$ cat src/rtl/ts_stub_pair_sequencer_pkg.sv
//------------------------------------------------------------------------------
// ts_stub_pair_sequencer_pkg : shared widths and FSM encoding for the sequencer
// Rev 1.0
//------------------------------------------------------------------------------
`default_nettype none

package ts_stub_pair_sequencer_pkg;

  localparam int STUB_X_PHY_BITS = 12;

  typedef enum logic [1:0] {
    ST_IDLE  = 2'd0,
    ST_SWEEP = 2'd1,
    ST_WAIT  = 2'd2,
    ST_DONE  = 2'd3
  } seq_state_e;

endpackage

`default_nettype wire

$ cat src/rtl/ts_stub_pair_sequencer_limits.sv
//------------------------------------------------------------------------------
// ts_x_window_limits : saturated x-window limits around an inner-stub x
// Rev 1.0
//------------------------------------------------------------------------------
`default_nettype none

module ts_x_window_limits
  import ts_stub_pair_sequencer_pkg::*;
#(
  parameter int X_BITS = STUB_X_PHY_BITS
) (
  input  logic signed [X_BITS-1:0] in_x_i,
  input  logic        [X_BITS-2:0] win_plus_i,
  input  logic        [X_BITS-2:0] win_minus_i,
  output logic signed [X_BITS-1:0] lim_plus_o,
  output logic signed [X_BITS-1:0] lim_minus_o
);

  localparam logic signed [X_BITS:0] C_MAX = {2'b00, {(X_BITS-1){1'b1}}};
  localparam logic signed [X_BITS:0] C_MIN = {2'b11, {(X_BITS-1){1'b0}}};

  logic signed [X_BITS:0] sum_w;
  logic signed [X_BITS:0] dif_w;

  // One guard bit is enough: half-widths are strictly narrower than x.
  assign sum_w = {in_x_i[X_BITS-1], in_x_i} + {2'b00, win_plus_i};
  assign dif_w = {in_x_i[X_BITS-1], in_x_i} - {2'b00, win_minus_i};

  assign lim_plus_o  = (sum_w > C_MAX) ? C_MAX[X_BITS-1:0] : sum_w[X_BITS-1:0];
  assign lim_minus_o = (dif_w < C_MIN) ? C_MIN[X_BITS-1:0] : dif_w[X_BITS-1:0];

endmodule

`default_nettype wire

$ cat src/rtl/ts_stub_pair_sequencer.sv
//------------------------------------------------------------------------------
// ts_stub_pair_sequencer : buffers outer stubs, sweeps them per inner stub into
// the x-window comparator and emits tagged matched pairs. Rev 1.0
//------------------------------------------------------------------------------
`default_nettype none

module ts_stub_pair_sequencer
  import ts_stub_pair_sequencer_pkg::*;
#(
  parameter int X_BITS  = STUB_X_PHY_BITS,
  parameter int DEPTH   = 16,
  parameter int AW      = 4,
  parameter int ID_BITS = 6
) (
  input  logic                      clk,
  input  logic                      rst,
  input  logic                      out_wr_en_i,
  input  logic signed [X_BITS-1:0]  out_wr_dat_i,
  input  logic                      out_clear_i,
  output logic                      out_full_o,
  output logic                      wr_drop_o,
  input  logic                      in_valid_i,
  output logic                      in_ready_o,
  input  logic signed [X_BITS-1:0]  in_x_i,
  input  logic        [ID_BITS-1:0] in_id_i,
  input  logic        [X_BITS-2:0]  win_plus_i,
  input  logic        [X_BITS-2:0]  win_minus_i,
  output logic                      cmp_valid_o,
  output logic signed [X_BITS-1:0]  cmp_stub_dat_o,
  output logic signed [X_BITS-1:0]  cmp_lim_plus_o,
  output logic signed [X_BITS-1:0]  cmp_lim_minus_o,
  input  logic                      cmp_match_i,
  output logic                      pair_valid_o,
  output logic        [ID_BITS-1:0] pair_in_id_o,
  output logic        [AW-1:0]      pair_out_idx_o,
  output logic                      done_o,
  output logic        [AW:0]        done_nmatch_o
);

  localparam logic [AW:0] C_DEPTH = (AW+1)'(DEPTH);

  seq_state_e               state_q, state_d;
  logic        [AW:0]       count_q, count_d;
  logic        [AW-1:0]     k_q, k_d;
  logic signed [X_BITS-1:0] mem_q [DEPTH];
  logic signed [X_BITS-1:0] lim_plus_d, lim_minus_d;
  logic signed [X_BITS-1:0] lim_plus_q, lim_minus_q;
  logic        [ID_BITS-1:0] id_q;
  logic                     iss_v_q;
  logic        [AW-1:0]     iss_idx_q;
  logic                     pair_valid_q;
  logic        [ID_BITS-1:0] pair_id_q;
  logic        [AW-1:0]     pair_idx_q;
  logic        [AW:0]       nmatch_q;
  logic                     wr_drop_q, wr_drop_d;

  logic          idle, accept, full, wr_do, hit;
  logic [AW-1:0] wr_addr;

  assign idle       = (state_q == ST_IDLE);
  assign full       = (count_q == C_DEPTH);
  assign in_ready_o = idle & ~rst;
  assign accept     = in_valid_i & in_ready_o;
  assign hit        = iss_v_q & cmp_match_i;

  ts_x_window_limits #(
    .X_BITS (X_BITS)
  ) u_limits (
    .in_x_i      (in_x_i),
    .win_plus_i  (win_plus_i),
    .win_minus_i (win_minus_i),
    .lim_plus_o  (lim_plus_d),
    .lim_minus_o (lim_minus_d)
  );

  // Clear wins over a same-cycle write, so the write then lands at slot 0.
  always_comb begin
    wr_do     = 1'b0;
    wr_addr   = count_q[AW-1:0];
    count_d   = count_q;
    wr_drop_d = 1'b0;
    if (idle) begin
      if (out_clear_i) begin
        wr_addr = '0;
        wr_do   = out_wr_en_i;
        count_d = out_wr_en_i ? (AW+1)'(1) : '0;
      end else if (out_wr_en_i) begin
        wr_do     = ~full;
        wr_drop_d = full;
        count_d   = full ? count_q : count_q + (AW+1)'(1);
      end
    end else begin
      wr_drop_d = out_wr_en_i | out_clear_i;
    end
  end

  always_ff @(posedge clk) begin
    if (wr_do && !rst) begin
      mem_q[wr_addr] <= out_wr_dat_i;
    end
  end

  always_comb begin
    state_d = state_q;
    k_d     = k_q;
    case (state_q)
      ST_IDLE: begin
        if (accept) begin
          k_d     = '0;
          state_d = (count_d != '0) ? ST_SWEEP : ST_DONE;
        end
      end
      ST_SWEEP: begin
        if ({1'b0, k_q} == count_q - (AW+1)'(1)) begin
          state_d = ST_WAIT;
        end else begin
          k_d = k_q + AW'(1);
        end
      end
      ST_WAIT: state_d = ST_DONE;
      ST_DONE: state_d = ST_IDLE;
      default: state_d = ST_IDLE;
    endcase
  end

  always_ff @(posedge clk) begin
    if (rst) begin
      state_q      <= ST_IDLE;
      count_q      <= '0;
      k_q          <= '0;
      lim_plus_q   <= '0;
      lim_minus_q  <= '0;
      id_q         <= '0;
      iss_v_q      <= 1'b0;
      iss_idx_q    <= '0;
      pair_valid_q <= 1'b0;
      pair_id_q    <= '0;
      pair_idx_q   <= '0;
      nmatch_q     <= '0;
      wr_drop_q    <= 1'b0;
    end else begin
      state_q   <= state_d;
      count_q   <= count_d;
      k_q       <= k_d;
      wr_drop_q <= wr_drop_d;
      if (accept) begin
        lim_plus_q  <= lim_plus_d;
        lim_minus_q <= lim_minus_d;
        id_q        <= in_id_i;
      end
      // Issued index trails by one cycle to line up with the comparator result.
      iss_v_q      <= cmp_valid_o;
      iss_idx_q    <= k_q;
      pair_valid_q <= hit;
      pair_id_q    <= hit ? id_q : '0;
      pair_idx_q   <= hit ? iss_idx_q : '0;
      if (accept) begin
        nmatch_q <= '0;
      end else if (hit) begin
        nmatch_q <= nmatch_q + (AW+1)'(1);
      end
    end
  end

  assign out_full_o      = full;
  assign wr_drop_o       = wr_drop_q;
  assign cmp_valid_o     = (state_q == ST_SWEEP);
  assign cmp_stub_dat_o  = cmp_valid_o ? mem_q[k_q] : '0;
  assign cmp_lim_plus_o  = lim_plus_q;
  assign cmp_lim_minus_o = lim_minus_q;
  assign pair_valid_o    = pair_valid_q;
  assign pair_in_id_o    = pair_id_q;
  assign pair_out_idx_o  = pair_idx_q;
  assign done_o          = (state_q == ST_DONE);
  assign done_nmatch_o   = done_o ? nmatch_q : '0;

endmodule

`default_nettype wire
$ cat config.mk
export PLATFORM = sky130hd
export DESIGN_NAME = ts_stub_pair_sequencer
export DESIGN_NICKNAME = d
export VERILOG_FILES = /design/src/rtl/ts_stub_pair_sequencer_pkg.sv /design/src/rtl/ts_stub_pair_sequencer_limits.sv /design/src/rtl/ts_stub_pair_sequencer.sv
export SDC_FILE = /design/constraint.sdc
export NUM_CORES = 1
export LEC_CHECK = 0
export BUFFER_PORTS_ARGS = -buffer_cell sky130_fd_sc_hd__buf_2
export CORE_MARGIN = 4
export CORE_UTILIZATION = 25
export CTS_CLUSTER_DIAMETER = 150
export DETAILED_ROUTE_END_ITERATION = 16
export PLACE_DENSITY_LB_ADDON = 0.3
export SYNTH_ARGS = -nofsm -noshare
export SYNTH_HDL_FRONTEND = slang
export SYNTH_SLANG_ARGS = --single-unit
$ cat constraint.sdc
create_clock -name clk -period 5.7 [get_ports clk]
set_clock_uncertainty 0.15 [all_clocks]
set_input_delay 1.14 -clock clk [delete_from_list [all_inputs] [get_ports clk]]
set_output_delay 1.14 -clock clk [all_outputs]
set_load 0.05 [all_outputs]
## Yosys cells after proc, flatten, opt, wreduce, memory -nomap -nowiden

Memories as Yosys holds them, arrays and structs flattened. A register that Yosys moved wholly into a read port is not among the register bits.
Cells that the tools add are included.

- $add $sub $neg: 6
- Equality and inequality tests: 8
- Multiplexer cells: 28
- Bitwise logic cells: 7
- Reductions and logical operators: 9
- Magnitude comparators: 2

Operators by type and width:

| cell | count |
|---|---|
| 2-to-1 mux 12 bit | 3 |
| 2-to-1 mux 5 bit | 5 |
| 2-to-1 mux 4 bit | 6 |
| adder 12 x 12 -> 13 bit | 1 |
| > comparator 13 x 12 -> 1 bit (second input constant) | 1 |
| less-than comparator 13 x 12 -> 1 bit (second input constant) | 1 |
| subtractor 12 x 12 -> 13 bit | 1 |
| adder 5 x 1 -> 5 bit (second input constant) | 2 |
| 2-to-1 mux 1 bit | 9 |
| one-hot mux 2 bit (4 select lines) | 1 |
| one-hot mux 4 bit (2 select lines) | 1 |
| 2-to-1 mux 2 bit | 3 |
| == test 4 x 5 -> 1 bit | 1 |
| == test 5 bit (second input constant) | 1 |
| nonzero test 5 bit | 1 |
| subtractor 5 x 1 -> 5 bit (second input constant) | 1 |
| adder 4 x 1 -> 4 bit (second input constant) | 1 |
| == test 2 bit (second input constant) | 2 |
| inequality test 2 x 1 -> 1 bit (second input constant) | 2 |
| OR reduction 2 bit | 2 |
| bitwise AND 1 bit | 3 |
| NOT 1 bit | 3 |
| AND reduction 3 bit | 1 |
| == test 2 x 1 -> 1 bit (second input constant) | 1 |
| other kinds (7) | 7 |

- Output and inout bits: 57
- Input bits: 58
- Logic and storage cells: 74
- Bits in registers: 63
- Memories: 1
- RAM bits: 192

Memory list:

| memory | words | width | rd ports | clocked after memory_dff | write ports | line | RTL |
|---|---|---|---|---|---|---|---|
| mem_q | 16 | 12 | 1 | 1 | 1 | ts_stub_pair_sequencer.sv:45 | `logic signed [X_BITS-1:0] mem_q [DEPTH];` |

## Longest topological paths before layout

Gate-level depths: netlist (run 1).

- Word-level depth: 9
- Depth in mapped cells: 11
- Gate-level depth less buffers: 10

## Modules after synthesis

Synthesis (run 1) repeated with hierarchy kept, for this count alone.

- Cell total of the unflattened synthesis: 786
- Area, all modules: 11269.6 um^2

Modules (own cells, without submodules):

| module | times used | cells an instance | seq. area each (um^2) | area an instance (um^2) |
|---|---|---|---|---|
| ts_stub_pair_sequencer | 1 | 615 | 7106.8 | 10043.4 |
| ts_x_window_limits | 1 | 171 | 0.0 | 1226.2 |

## Least setup slack after synthesis (run 1)

OpenSTA, ideal clock, no wires.

- Path type: input to output
- Start point: input rst
- End point: output in_ready_o
- Arrival time: 2.349 ns
- Required time: 4.410 ns
- Path buffers: 3
- Stages on the path: 4
- Slack: 2.061 ns
- Cell sequence: clkbuf_1 clkbuf_1 buf_1 nor2_1

- Cells in the longest elaborated chain, start to end: 2

RTL lines:

| what | line | RTL |
|---|---|---|
| start, declared | ts_stub_pair_sequencer.sv:16 | `input logic rst,` |
| NOT 1 bit | ts_stub_pair_sequencer.sv:62 | `assign in_ready_o = idle & ~rst;` |
| bitwise AND 1 bit | ts_stub_pair_sequencer.sv:62 |  |
| end, declared | ts_stub_pair_sequencer.sv:23 | `output logic in_ready_o,` |

No other way between the ends.

==> out/qor.yml, run 1 <==
holdPathStages: 1
place_ws_ns: 1.83
ant_nets: 0
cts.sinks: 259
drt-total-wl_mm: 27.2
synth_edf_count: 192
grt_pass1_wl_mm: 41.5
antenna_found_initial: 3
cts_tree: "yes"
dr.pass1.iters: 6
dieArea_sq_mm: 0.0477
io_pins: 115
worstSetupPathType: "reg2out"
grt_pass1_vias: 6757
cts-resized-gates: 0
grt_usage_pct: 11.4
synth_nets: 816
routabilityCongestion: 0.770
synth_top_area_share_pct: 52.1
post-route-util_pct: 30.5
slew_headroom_pct: 26.8
worstMarginPinSlew_ns: 1.08
final_design_area_no_fill_sq_mm: 0.0132
numCtsBuffers: 28
io_buffers: 114
critPathCaptureType: "primary output"
yosys.cell_types.count: 64
wire_per_inst_um: 18.7
path_clk_slew_ns: 0.06
clockBufferDepth: 3
startpoint_type: "flop"
htreeDepth: 1
synthTopCellsByCount: "192 x edfxtp_1, 67 x dfxtp_1, 60 x mux4_2, 60 x nor2_1, 34 x nand2_1"
worst_ep_arrival_time_ns: 3.07
clk_latency_ns: 0.56
core_sq_mm: 0.0435
netlist_instances: 725
setup_violations: 0
power.density_mw_per_mm2: 384
drv_cap: 0
drive_gt1_share_pct: 28.0
worstHoldPathType: "reg2reg"
yosysWarnings: 0
fmax_mhz: 229
slew_viol_final: 0
cp_max_fo: 48
yosysMostFrequentCell: "edfxtp_1"
syn2layout_area_growth_pct: 19.6
grt-ovfl-total: 0
finalHoldViolations: 0
synth_area_sq_mm: 0.0111
postCtsSetupBuffers: 0
cts_root_buf: "clkbuf_16"
setup_ws_ns: 1.34
grt_max_degree: 49
timing.final.crit_share_pct: 76.5
layout.nets: 941
drcViolationCount: 0
fillers: 4385
dieHeight_um: 218
ir_worst_vdd_v: 0.000222
outcome: "complete, no violations"
required_ns: 4.41
p_leak_nw: 4.67
place_area_sq_mm: 0.0123
routed_via_density: 4.45
synth_area_per_cell_sq_um: 15.3
post-dp-hpwl_mm: 17.2
synth_seq_cells: 259
synth_top_cell_by_area: "edfxtp_1"
synth_ff_type: "edfxtp_1"
initial_core_util_pct: 25.5
synth_area_leaders: "edfxtp_1 52%, mux4_2 12%, dfxtp_1 12%"
synth.yosys.seq_area_share_pct: 64.2
rsz0062_at_grt: "no"
ff2ff_path_depth: 7
drt_iter0_drc: 406
finalPower_w: 0.00508
cts_hold_buf: 0
async_reset_ff_share_pct: 0
fp.dieW_um: 218
fp-row-count: 76
period_needed_ns: 4.36
totalNegativeSetupSlack_ns: 0
vias: 6481
antenna_cells: 0
## cells in the final DEF (no fill, tap or decap), types with 7 or more instances in the layout
cell / synthesis / final
xnor2_1: 13 / 13
o21ai_0: 16 / 16
a211oi_1: 16 / 16
nor2_1: 60 / 54
dfxtp_1: 67 / 65
edfxtp_1: 192 / 192
inv_1: 26 / 26
mux4_2: 60 / 60
nand2_1: 34 / 34
nand3_1: 9 / 9
buf_4: 1 / 12
nor2b_1: 8 / 8
a22o_1: 10 / 10
clkbuf_16: 0 / 28
ha_1: 31 / 31
and2_1: 29 / 29
clkinv_1: 0 / 7
clkinv_2: 0 / 8
buf_2: 8 / 114
a21oi_1: 27 / 27
xor2_1: 15 / 15
## power by group
part / internal, W / leakage, nW / total (W) / switching (W)
clock network: 0.00104 / 0.450 / 0.00181 / 0.000766
registers: 0.00211 / 2.28 / 0.00220 / 0.0000971
logic: 0.000377 / 1.94 / 0.00107 / 0.000692
## state kept, by name (all words and copies together) (netlist names), named ones only
register / cells
mem_q: 192
cmp_lim_minus_o: 12
cmp_lim_plus_o: 12
id_q: 6
pair_in_id_o: 6
count_q: 5
nmatch_q: 5
iss_idx_q: 4
k_q: 4
pair_out_idx_o: 4
state_q: 2
iss_v_q: 1
pair_valid_o: 1
wr_drop_o: 1
## layout make-up
cell class | count | area (sq um) | share of cell area, %
tap | 585 | 732 | 5.53
inverter | 26 | 97.6 | 0.737
timing repair buffer | 126 | 661 | 4.99
clock buffer | 30 | 708 | 5.35
clock inverter | 22 | 213 | 1.61
multi-input combinational | 409 | 3710 | 28.1
sequential | 259 | 7110 | 53.7
## metal layers
layer,share of wire [%],vias to the layer above,GRT usage [%],routed length [um]
li1,-,3037,-,-
met1,44,3222,15.5,12000
met2,46,170,17.9,12500
met3,7.8,46,3.56,2130
met4,1.8,6,2.38,500
met5,0.088,-,0,24
## cells by family after synthesis
family / share of synthesized area [%]
DFF: 64.2
and+or+nand+nor: 7.77
AOI/OAI and AO/OA: 7.00
muxes: 12.5
buffers and inverters: 2.44
adders and majority gates: 3.87
xor gates and xnor gates: 2.22
## worst max-delay path, cell delays in order, from the launching register on
cell and delay, ns:
dfxtp_4 0.99, mux4_2 0.60, mux4_2 0.46, and2_1 0.22, buf_2 0.23
## path summary, 6_finish.rpt
check                          startpoint                           end  slack [ns]
hold reg to reg   iss_idx_q[1]$_SDFF_PP0_  pair_out_idx_o[1]$_SDFF_PP0_        0.29
setup / recovery                     flop            cmp_stub_dat_o[11]        1.34
setup reg to reg    count_q[0]$_SDFF_PP0_         mem_q[8][7]$_DFFE_PP_        2.55
hold / removal    iss_idx_q[1]$_SDFF_PP0_  pair_out_idx_o[1]$_SDFF_PP0_        0.29
## metrics by stage
stage                     hold WS (ns)  instances
after floorplan                  0.256        725
after global placement           0.270       1405
after detailed placement         0.263       1405
after CTS                        0.292       1457
after global routing             0.319       1457
final                            0.286       1457
Power figures use the tool's default switching activity.
==> run 2: changes to the inputs <==
==> constraint.sdc (replaced) <==
create_clock -name clk -period 3.6 [get_ports clk]
set_clock_uncertainty 0.15 [all_clocks]
set_input_delay 0.72 -clock clk [delete_from_list [all_inputs] [get_ports clk]]
set_output_delay 0.72 -clock clk [all_outputs]
set_load 0.05 [all_outputs]
==> run 2 against run 1 <==
  * First-iteration DRC count down 15%
  * Combinational power grew 70%
  * Core utilization up 0.44 points
  * Cell area grew 1.4%
  * Via count increased by 1.4%
  * Global-route usage is 0.071 points lower
  * Final cell count rose by 1.2%
  * Flip-flop and latch count did not move
  * Highest routed layer unchanged
==> out/qor.yml, run 2 (same netlist as run 1, synthesis figures left out) <==
setup_violations: 0  # unchanged
htreeDepth: 1  # unchanged
io_buffers: 114  # unchanged
antenna_found_initial: 3  # unchanged
period_needed_ns: 3.49
layout_common_cells: "192 x edfxtp_1, 114 x buf_2, 65 x dfxtp_1, 60 x mux4_2, 60 x nor2_1"
required_ns: 2.73  # -1.68 ns
drt-total-wl_mm: 27.1  # -0.38%
power.density_mw_per_mm2: 607  # +58%
cts-resized-gates: 0  # unchanged
worstSetupPathType: "reg2out"
initial_core_util_pct: 25.5  # unchanged
post-route-util_pct: 30.9  # +0.44 points
cp_num_cells: 5  # +1
mostFrequentLayoutCell: "edfxtp_1"
switchingPower_w: 0.00244  # +57%
grt_max_degree: 49  # unchanged
drcViolationCount: 0  # unchanged
postCtsSetupBuffers: 2  # +2
slew_headroom_pct: 31.7  # +4.9 points
clk_latency_ns: 0.55  # about the same
drive_gt1_share_pct: 28.8  # +0.81 points
worst_ep_arrival_time_ns: 2.62  # -0.45 ns
io_pins: 115  # unchanged
place_area_sq_mm: 0.0124  # +1.0%
combPwrFrac_pct: 22.3  # +1.2 points
cts_tree: "yes"
dr.pass1.iters: 5  # -1
largest_register: "mem_q"
grt-ovfl-total: 0  # unchanged
core_sq_mm: 0.0435  # unchanged
worstMarginPinSlew_ns: 1.01  # -0.0724 ns
numCtsBuffers: 29  # +3.6%
cp_common_cell: "mux4_2"
timing.rr.end: "cmp_lim_plus_o[0]$_SDFFE_PP0P_"
startpoint_type: "flop"
r2r_start: "state_q[0]$_SDFFE_PP0P_"
crit_buf_inv: 2  # +1
post-dp-hpwl_mm: 17.6  # +2.4%
vias: 6573  # +1.4%
final_cells: 1475  # +1.2%
p_int_w: 0.00572  # +62%
largest_reg_flops: 192  # unchanged
p_seq_share_pct: 42.0  # -1.4 points
grt_pass1_wl_mm: 41.5  # about the same
routed_via_density: 4.46  # +0.18%
ff2ff_path_depth: 9  # +2
dieArea_sq_mm: 0.0477  # unchanged
slowest_delay_ns: 0.52  # -0.47 ns
drv_cap: 0  # unchanged
fp.dieW_um: 218  # unchanged
grt_usage_pct: 11.3  # -0.071 points
dp.cells: 1420  # +1.1%
switching_share_pct: 29.9  # -0.72 points
ir_worst_vdd_v: 0.000445  # +100%
cts.sinks: 259  # unchanged
pwr-share-clk_pct: 35.7  # about the same
drt_iter0_drc: 346  # -15%
cp_top_family: "multiplexers"
rsz0062_at_grt: "no"
endpoint: "cmp_stub_dat_o[10]"
cts_hold_buf: 0  # unchanged
routabilityCongestion: 0.812  # +5.4%
cts_root_buf: "clkbuf_16"
dieHeight_um: 218  # unchanged
syn2layout_area_growth_pct: 21.3
hold_start: "in_id_i[1]"
cp_max_fo: 18  # -63%
finalHoldViolations: 0  # unchanged
critPathCaptureType: "primary output"
clockBufferDepth: 3  # unchanged
fmax_mhz: 287
worstPathCellList: "buf_12 > mux4_2 > mux4_2 > and2_1 > buf_2"
slew_viol_final: 0  # unchanged
timing.final.crit_share_pct: 96.8
p_leak_nw: 4.77  # +2.3%
ant_nets: 0  # unchanged
rrSetupSlack_ns: 0.77  # -1.78 ns
layout.nets: 959  # +1.9%
worstHoldPathType: "in2reg"
fp-row-count: 76  # unchanged
totalNegativeSetupSlack_ns: 0  # unchanged
outcome: "complete, no violations"
path_clk_slew_ns: 0.06  # about the same
grt_pass1_vias: 6881  # +1.8%
wire_per_inst_um: 18.4  # -1.6%
finalPower_w: 0.00815  # +60%
final_design_area_no_fill_sq_mm: 0.0134  # +1.4%
crit_slowest_cell: "mux4_2"
## run 2: cell type report
cell class	instances	area, sq um
Multi-Input combinational cell	409	3690
Tap cell	585	732
Antenna cell	1	2.50
Fill cell	4385	30000
Sequential cell	259	7110
Clock inverter	13	134
Inverter	26	97.6
Timing Repair Buffer	143	838
Clock buffer	39	818
## run 2: per-stage QoR
stage	setup slack [ns]	hold WS, ns
after detailed placement	0.305	0.260
final	0.114	0.248
after floorplan	0.486	0.256
after global placement	0.325	0.272
after CTS	0.0526	0.212
after global routing	0.00430	0.219
## run 2: worst min-delay path, delay by kind of cell
kind,cells,cell delay [ns]
compound gates,1,0.05
buf+inv,1,0.09
simple gates,1,0.04
## run 2: worst min path at each step
stage	slack, ns	cells past startpoint	endpoint
2_1_floorplan	0.26	1	pair_out_idx_o[0]$_SDFF_PP0_
3_3_place_gp	0.27	1	pair_out_idx_o[2]$_SDFF_PP0_
3_5_place_dp	0.26	1	pair_out_idx_o[0]$_SDFF_PP0_
4_1_cts	0.21	3	id_q[1]$_SDFFE_PP0P_
5_1_grt	0.22	3	id_q[1]$_SDFFE_PP0P_
6_report	0.25	3	id_q[1]$_SDFFE_PP0P_
## run 2: power groups by stage
| stage | sequential [W] | clock, W | combinational, W |
|---|---|---|---|
| global route | 0.00344 | 0.00314 | 0.00199 |
| global placement | 0.00349 | 0 | 0.00181 |
| finish | 0.00342 | 0.00291 | 0.00182 |
| CTS | 0.00342 | 0.00302 | 0.00185 |
| detailed placement | 0.00349 | 0 | 0.00181 |
| floorplan | 0.00367 | 0 | 0.00116 |
## run 2: layer usage
layer | routed length, um | up-vias | global-route usage (%)
li1 | - | 3075 | -
met1 | 11900 | 3283 | 14.9
met2 | 12700 | 169 | 18.5
met3 | 1950 | 40 | 3.50
met4 | 493 | 6 | 2.34
met5 | 41 | - | 0
